===== config.mk =====
export PLATFORM = sky130hd
export DESIGN_NAME = proc_control_unit_flat
export DESIGN_NICKNAME = d
export VERILOG_FILES = /design/src/rtl/proc_control_unit_pkg.sv /design/src/rtl/proc_control_unit_if.sv /design/src/rtl/proc_control_unit_dec3to8.sv /design/src/rtl/proc_control_unit.sv /design/src/flat_wrapper.sv
export SDC_FILE = /design/constraint.sdc
export NUM_CORES = 1
export LEC_CHECK = 0
export CORE_MARGIN = 2
export CORE_UTILIZATION = 35
export CTS_CLUSTER_DIAMETER = 50
export CTS_CLUSTER_SIZE = 25
export DETAILED_ROUTE_END_ITERATION = 12
export HOLD_SLACK_MARGIN = 0.15
export PLACE_DENSITY = 0.78
export SLEW_MARGIN = 20
export SYNTH_ARGS = -nofsm -noshare
export SYNTH_HDL_FRONTEND = slang
export SYNTH_SLANG_ARGS = --single-unit

===== constraint.sdc =====
create_clock -name clk -period 2.1 [get_ports clk]
set_input_delay 0.21 -clock clk [delete_from_list [all_inputs] [get_ports clk]]
set_output_delay 0.21 -clock clk [all_outputs]
set_load 0.01 [all_outputs]

===== src/rtl/proc_control_unit_pkg.sv =====
`default_nettype none
// ============================================================================
// Module      : proc_pkg
// Description : Shared constants and types for the processor control unit.
//               Covers the bus/register geometry, instruction field
//               positions, opcodes and timestep encodings.
// Revision    : 1.0 - initial release
// ============================================================================
package proc_pkg;

  localparam int NREG   = 8;
  localparam int REG_W  = 3;
  localparam int DATA_W = 16;
  localparam int IR_W   = 9;

  // Instruction format III XXX YYY
  localparam int OP_HI = 8;
  localparam int OP_LO = 6;
  localparam int RX_HI = 5;
  localparam int RX_LO = 3;
  localparam int RY_HI = 2;
  localparam int RY_LO = 0;

  localparam logic [2:0] OP_MV  = 3'b000;
  localparam logic [2:0] OP_MVI = 3'b001;
  localparam logic [2:0] OP_ADD = 3'b010;
  localparam logic [2:0] OP_SUB = 3'b011;

  typedef enum logic [1:0] {
    T0 = 2'd0,
    T1 = 2'd1,
    T2 = 2'd2,
    T3 = 2'd3
  } state_t;

endpackage
`default_nettype wire


===== src/rtl/proc_control_unit_if.sv =====
`default_nettype none
// ============================================================================
// Module      : proc_ctrl_if
// Description : Control bundle between the sequencer and the datapath:
//               run/din going in, register/bus enables coming out.
//               master = controller side, slave = datapath side.
// Revision    : 1.0 - initial release
// ============================================================================
interface proc_ctrl_if;
  import proc_pkg::*;

  logic              run;
  logic [DATA_W-1:0] din;
  logic              ir_in;
  logic [NREG-1:0]   r_in;
  logic [NREG-1:0]   r_out;
  logic              a_in;
  logic              g_in;
  logic              g_out;
  logic              din_out;
  logic              addsub;
  logic              done;
  logic              busy;

  modport master (
    input  run, din,
    output ir_in, r_in, r_out, a_in, g_in, g_out, din_out, addsub, done, busy
  );

  modport slave (
    output run, din,
    input  ir_in, r_in, r_out, a_in, g_in, g_out, din_out, addsub, done, busy
  );

endinterface
`default_nettype wire


===== src/rtl/proc_control_unit_dec3to8.sv =====
`default_nettype none
// ============================================================================
// Module      : dec3to8
// Description : 3-to-8 one-hot decoder with enable; all-zero when disabled.
// Revision    : 1.0 - initial release
// ============================================================================
module dec3to8 (
  input  logic       en,
  input  logic [2:0] sel,
  output logic [7:0] y
);

  // One output bit per code value, gated by the enable
  generate
    for (genvar i = 0; i < 8; i++) begin : g_dec
      assign y[i] = en && (sel == 3'(i));
    end
  endgenerate

endmodule
`default_nettype wire


===== src/rtl/proc_control_unit.sv =====
`default_nettype none
// ============================================================================
// Module      : proc_control_unit
// Description : Timestep sequencer (T0..T3) for the 16-bit bus processor.
//               Captures the instruction in T0 and decodes (state, IR, run)
//               into register load enables and a single bus driver select.
// Revision    : 1.0 - initial release
// ============================================================================
module proc_control_unit
  import proc_pkg::*;
(
  input  logic        clk,
  input  logic        rst_n,
  proc_ctrl_if.master bus
);

  state_t          state_q, state_d;
  logic [IR_W-1:0] ir_q, ir_d;

  logic [2:0] op, rx, ry;
  logic       is_alu;

  logic            ir_in, a_in, g_in, g_out, din_out, addsub, done, busy;
  logic            rin_en, rout_en;
  logic [2:0]      rout_sel;
  logic [NREG-1:0] r_in, r_out;

  // Only the low IR_W bits of din carry an instruction
  logic unused_din;
  assign unused_din = ^bus.din[DATA_W-1:IR_W];

  assign op     = ir_q[OP_HI:OP_LO];
  assign rx     = ir_q[RX_HI:RX_LO];
  assign ry     = ir_q[RY_HI:RY_LO];
  assign is_alu = (op == OP_ADD) || (op == OP_SUB);

  // Next timestep and instruction capture; run is only honoured in T0
  always_comb begin
    state_d = state_q;
    ir_d    = ir_q;
    case (state_q)
      T0: begin
        if (bus.run) begin
          state_d = T1;
          ir_d    = bus.din[IR_W-1:0];
        end
      end
      T1:      state_d = is_alu ? T2 : T0;
      T2:      state_d = T3;
      T3:      state_d = T0;
      default: state_d = T0;
    endcase
  end

  // State and IR flops; reset aborts any instruction in flight
  always_ff @(posedge clk or negedge rst_n) begin
    if (!rst_n) begin
      state_q <= T0;
      ir_q    <= '0;
    end else begin
      state_q <= state_d;
      ir_q    <= ir_d;
    end
  end

  // Control decode; everything forced low while reset is asserted
  always_comb begin
    ir_in    = 1'b0;
    a_in     = 1'b0;
    g_in     = 1'b0;
    g_out    = 1'b0;
    din_out  = 1'b0;
    addsub   = 1'b0;
    done     = 1'b0;
    busy     = 1'b0;
    rin_en   = 1'b0;
    rout_en  = 1'b0;
    rout_sel = rx;
    if (rst_n) begin
      busy = (state_q != T0);
      case (state_q)
        T0: ir_in = bus.run;
        T1: begin
          case (op)
            OP_MV: begin
              rout_en  = 1'b1;
              rout_sel = ry;
              rin_en   = 1'b1;
              done     = 1'b1;
            end
            OP_MVI: begin
              din_out = 1'b1;
              rin_en  = 1'b1;
              done    = 1'b1;
            end
            OP_ADD, OP_SUB: begin
              rout_en  = 1'b1;
              rout_sel = rx;
              a_in     = 1'b1;
            end
            default: done = 1'b1;
          endcase
        end
        T2: begin
          if (is_alu) begin
            rout_en  = 1'b1;
            rout_sel = ry;
            g_in     = 1'b1;
            addsub   = (op == OP_SUB);
          end
        end
        T3: begin
          if (is_alu) begin
            g_out  = 1'b1;
            rin_en = 1'b1;
            done   = 1'b1;
          end
        end
        default: ;
      endcase
    end
  end

  // Destination register is always the X field
  dec3to8 u_dec_rin (
    .en  (rin_en),
    .sel (rx),
    .y   (r_in)
  );

  // Bus source is X or Y depending on the timestep
  dec3to8 u_dec_rout (
    .en  (rout_en),
    .sel (rout_sel),
    .y   (r_out)
  );

  assign bus.ir_in   = ir_in;
  assign bus.r_in    = r_in;
  assign bus.r_out   = r_out;
  assign bus.a_in    = a_in;
  assign bus.g_in    = g_in;
  assign bus.g_out   = g_out;
  assign bus.din_out = din_out;
  assign bus.addsub  = addsub;
  assign bus.done    = done;
  assign bus.busy    = busy;

endmodule
`default_nettype wire

===== src/flat_wrapper.sv =====
// flat-port wrapper written by rule: the top's interface ports become plain ports
module proc_control_unit_flat import proc_pkg::*;
  (clk, rst_n, bus_run, bus_din, bus_ir_in, bus_r_in, bus_r_out, bus_a_in, bus_g_in, bus_g_out, bus_din_out, bus_addsub, bus_done, bus_busy);
  proc_ctrl_if bus_i ();
  input  logic clk;
  input  logic rst_n;
  input wire logic [$bits(bus_i.run)-1:0] bus_run;
  input wire logic [$bits(bus_i.din)-1:0] bus_din;
  output wire logic [$bits(bus_i.ir_in)-1:0] bus_ir_in;
  output wire logic [$bits(bus_i.r_in)-1:0] bus_r_in;
  output wire logic [$bits(bus_i.r_out)-1:0] bus_r_out;
  output wire logic [$bits(bus_i.a_in)-1:0] bus_a_in;
  output wire logic [$bits(bus_i.g_in)-1:0] bus_g_in;
  output wire logic [$bits(bus_i.g_out)-1:0] bus_g_out;
  output wire logic [$bits(bus_i.din_out)-1:0] bus_din_out;
  output wire logic [$bits(bus_i.addsub)-1:0] bus_addsub;
  output wire logic [$bits(bus_i.done)-1:0] bus_done;
  output wire logic [$bits(bus_i.busy)-1:0] bus_busy;
  assign bus_i.run = bus_run;
  assign bus_i.din = bus_din;
  assign bus_ir_in = bus_i.ir_in;
  assign bus_r_in = bus_i.r_in;
  assign bus_r_out = bus_i.r_out;
  assign bus_a_in = bus_i.a_in;
  assign bus_g_in = bus_i.g_in;
  assign bus_g_out = bus_i.g_out;
  assign bus_din_out = bus_i.din_out;
  assign bus_addsub = bus_i.addsub;
  assign bus_done = bus_i.done;
  assign bus_busy = bus_i.busy;
  proc_control_unit u_core (.clk(clk), .rst_n(rst_n), .bus(bus_i));
endmodule

==> impl_metrics.py <==
metrics = {
    "run_status": {
        "status": "finished with violations",
        "violations": "setup timing",
    },
    "placed_design": {
        "post_dp_cell_area_um2": 1416,
        "hpwlAfterDp_mm": 1.958,
        "portBuffers": 35,
        "dp_slack_ns": -0.4304,
        "gp_congestion": 0.7456,
    },
    "floorplan": {
        "rows": 18,
        "coreArea_um2": 2455,
        "die_y_um": 54.74,
        "start_util_pct": 36.70,
        "dieWidth_um": 54.74,
        "dieArea_um2": 2996,
        "boundaryPins": 43,
    },
    "clock_network": {
        "cts-root-buf": "clkbuf_4",
        "cts_sinks": 11,
        "clk_latency_ns": 0.27,
        "cts_buffers": 3,
        "clockBufferDepth": 2,
        "clkTransAtPathRegs_ns": 0.07,
        "cts_tree": "yes",
        "htreeDepth": 1,
    },
    "timing": {
        "worst_slew_pin_slew_ns": 0.3605,
        "relSlewSlack_pct": 75.91,
        "period_needed_ns": 2.398,
        "rsz0062_at_grt": "true",
        "slew_viol_final": 0,
        "setup_viol": 8,
        "setup_ws_ns": -0.2977,
        "timing.final.crit_share_pct": 114.2,
        "fmax_mhz": 417.1,
        "finalHoldViolations": 0,
        "skew_ns": 0.0008276,
    },
    "global_routing": {
        "overflow": 0,
        "grt_antenna_before_repair": 0,
        "grt_max_degree": 12,
        "grt_pass1_vias": 905,
        "grt_use_total_pct": 19.27,
        "grt_pass1_wl_mm": 4.181,
    },
    "yosys": {
        "async_flop_share_pct": 100.0,
        "netlist_instances": 90,
        "synth_nets": 114,
        "yosysTopAreaCell": "dfrtp_1",
        "yosys.area.top_type_share_pct": 30.56,
        "synth_edf_count": 0,
        "synth_area_leaders": "dfrtp_1, mux2_2, ha_1",
        "yosysSeqAreaShare_pct": 30.56,
        "synth_area_um2": 900.9,
        "ys_types": 32,
        "avgSynthCellArea_um2": 10.01,
        "synth_seq_cells": 11,
        "synthFlopType": "dfrtp_1",
        "yosysWarnings": 0,
    },
    "setup_path": {
        "critical_path_arrival_ns": 2.19,
        "timing.rr.end": "u_core.ir_q[7]",
        "crit_fanout": 4,
        "critPathKind": "flip-flop to output pin",
        "max_stage_delay_ns": 0.43,
        "path_cells": "inv_2 -> ha_4 -> or3b_4 -> a211oi_4 -> o221ai_2 -> buf_4 -> nor3_2 -> buf_2",
        "crit_slowest_cell": "or3b_4",
        "r2r_setup_slack_ns": 0.40,
        "reg2reg_depth": 6,
        "startpoint_type": "flip-flop",
        "crit_path_end_kind": "output pin",
        "crit_required_ns": 1.89,
    },
    "final_layout": {
        "final_cell_area_um2": 1564,
        "drive_above_1_share_pct": 57.05,
        "final_nets": 181,
        "n_antenna_cell": 0,
        "area_growth_pct": 73.61,
    },
    "drt": {
        "drt_iter0_markers": 14,
        "vias_per_cell": 5.204,
        "drt-total-wl_mm": 2.699,
        "route.detailed.drc": 0,
        "wl_per_cell_um": 14.51,
        "vias": 968,
        "drt_pass1_iterations": 4,
        "final_antenna_net_count": 0,
    },
    "power": {
        "p_per_area_nw_per_um2": 1201,
        "cellLeakagePower_nw": 0.6883,
        "p_total_mw": 1.878,
        "peakVddDrop_mv": 0.9469,
    },
    "run": {
        "cap_viol_max_count": 0,
    },
    "hold_path": {
        "hp-class": "input pin to async pin",
    },
}
critical path: cells and delay by family (launching register included):
| family | cells | cell delay (ns) |
|---|---|---|
| AO/OA/AOI/OAI | 2 | 0.44 |
| adder cells (fa/ha/maj) | 1 | 0.13 |
| flip-flops | 1 | 0.39 |
| buffers and inverters | 3 | 0.42 |
| AND/OR/NAND/NOR | 2 | 0.53 |
layer usage:
layer  up-vias  GRT usage, %  share of wire, %
met2        29         33.13                51
met1       471         25.00                44
met3         4         1.913               3.2
met4         0         6.250               1.3
met5         -             0                 0
li1        464             -                 -
flip-flops by register name, indices dropped and copies added, names as in the netlist, named ones only:
name            count
u_core.state_q      1
u_core.ir_q         9
cell usage after synthesis (2+ instances only):
cell / instances
nor2_1: 7
inv_1: 4
a21oi_1: 2
nor2b_1: 2
dfrtp_1: 11
nand2_1: 5
a211oi_2: 2
o21ai_0: 3
nor3_1: 7
ha_1: 5
mux2_2: 9
nor4_1: 4
a22o_2: 2
nand2b_1: 4
buf_6: 2
mux2i_1: 2
and3_1: 4
stage by stage:
step,hold slack [ns],std cells,util (%),setup TNS [ns]
final,0.2660,186,63.71,-1.701
after global routing,0.2786,186,63.71,-2.477
after CTS,0.2600,184,63.10,-1.535
after detailed placement,0.5049,173,57.70,-4.629
after global placement,0.5059,173,57.70,-3.764
after floorplan,-0.08559,90,-,0
cell type report:
class | count | area, um2
repair buffers | 64 | 490.5
inverters | 4 | 15.01
fillers | 177 | 890.9
well taps | 30 | 37.54
multi-input cells | 73 | 715.7
flip-flops and latches | 11 | 279.0
clock buffers | 4 | 26.28
power breakdown:
group	internal, mW	switching, mW
clock network	0.0736	0.0705
registers	0.321	0.153
logic	0.655	0.604
worst max path at each step:
stage / end / slack, ns / cells past startpoint
finish: bus_r_out[1] / -0.30 / 8
global route: bus_r_out[1] / -0.39 / 8
CTS: bus_r_out[1] / -0.22 / 8
detailed placement: bus_r_out[2] / -0.43 / 6
global placement: bus_r_out[4] / -0.31 / 6
floorplan: bus_r_out[2] / 0.004 / 7
what timing repair did:
action                     in CTS  in global routing
hold buffers                    1                  0
pin swaps                      11                  5
buffers inserted                6                  2
gates resized for setup        76                 20
hold endpoints to repair        2                  0
cloned                          0                  0
setup endpoints to repair      20                 17
logic make-up (layout without fill, tap and decap cells):
logic type,Yosys count,count (layout),share of synthesized area [%]
buf+inv,6,72,4.166
simple gates,39,39,23.89
flops,11,11,30.56
fa+ha+maj,5,5,6.944
compound gates,18,18,20.97
mux,11,11,13.47
layout by cell type (no fill, tap or decap), types with 2 or more instances in the layout:
| master | synthesis | routed |
|---|---|---|
| a211oi_4 | 0 | 2 |
| a22oi_2 | 1 | 2 |
| and3_1 | 4 | 4 |
| buf_2 | 0 | 9 |
| buf_4 | 0 | 27 |
| clkbuf_2 | 0 | 7 |
| clkbuf_4 | 0 | 3 |
| clkdlybuf4s50_1 | 0 | 13 |
| dfrtp_1 | 11 | 8 |
| dfrtp_2 | 0 | 3 |
| dlygate4sd2_1 | 0 | 5 |
| ha_4 | 0 | 3 |
| inv_1 | 4 | 2 |
| inv_2 | 0 | 2 |
| mux2_2 | 9 | 9 |
| nand2_1 | 5 | 3 |
| nand2_2 | 0 | 2 |
| nand2b_1 | 4 | 4 |
| nor2_1 | 7 | 7 |
| nor2b_1 | 2 | 2 |
| nor3_1 | 7 | 5 |
| nor3_2 | 0 | 2 |
| nor4_2 | 0 | 4 |
| o21ai_0 | 3 | 3 |
No activity file was read; power rests on OpenSTA's default activity.
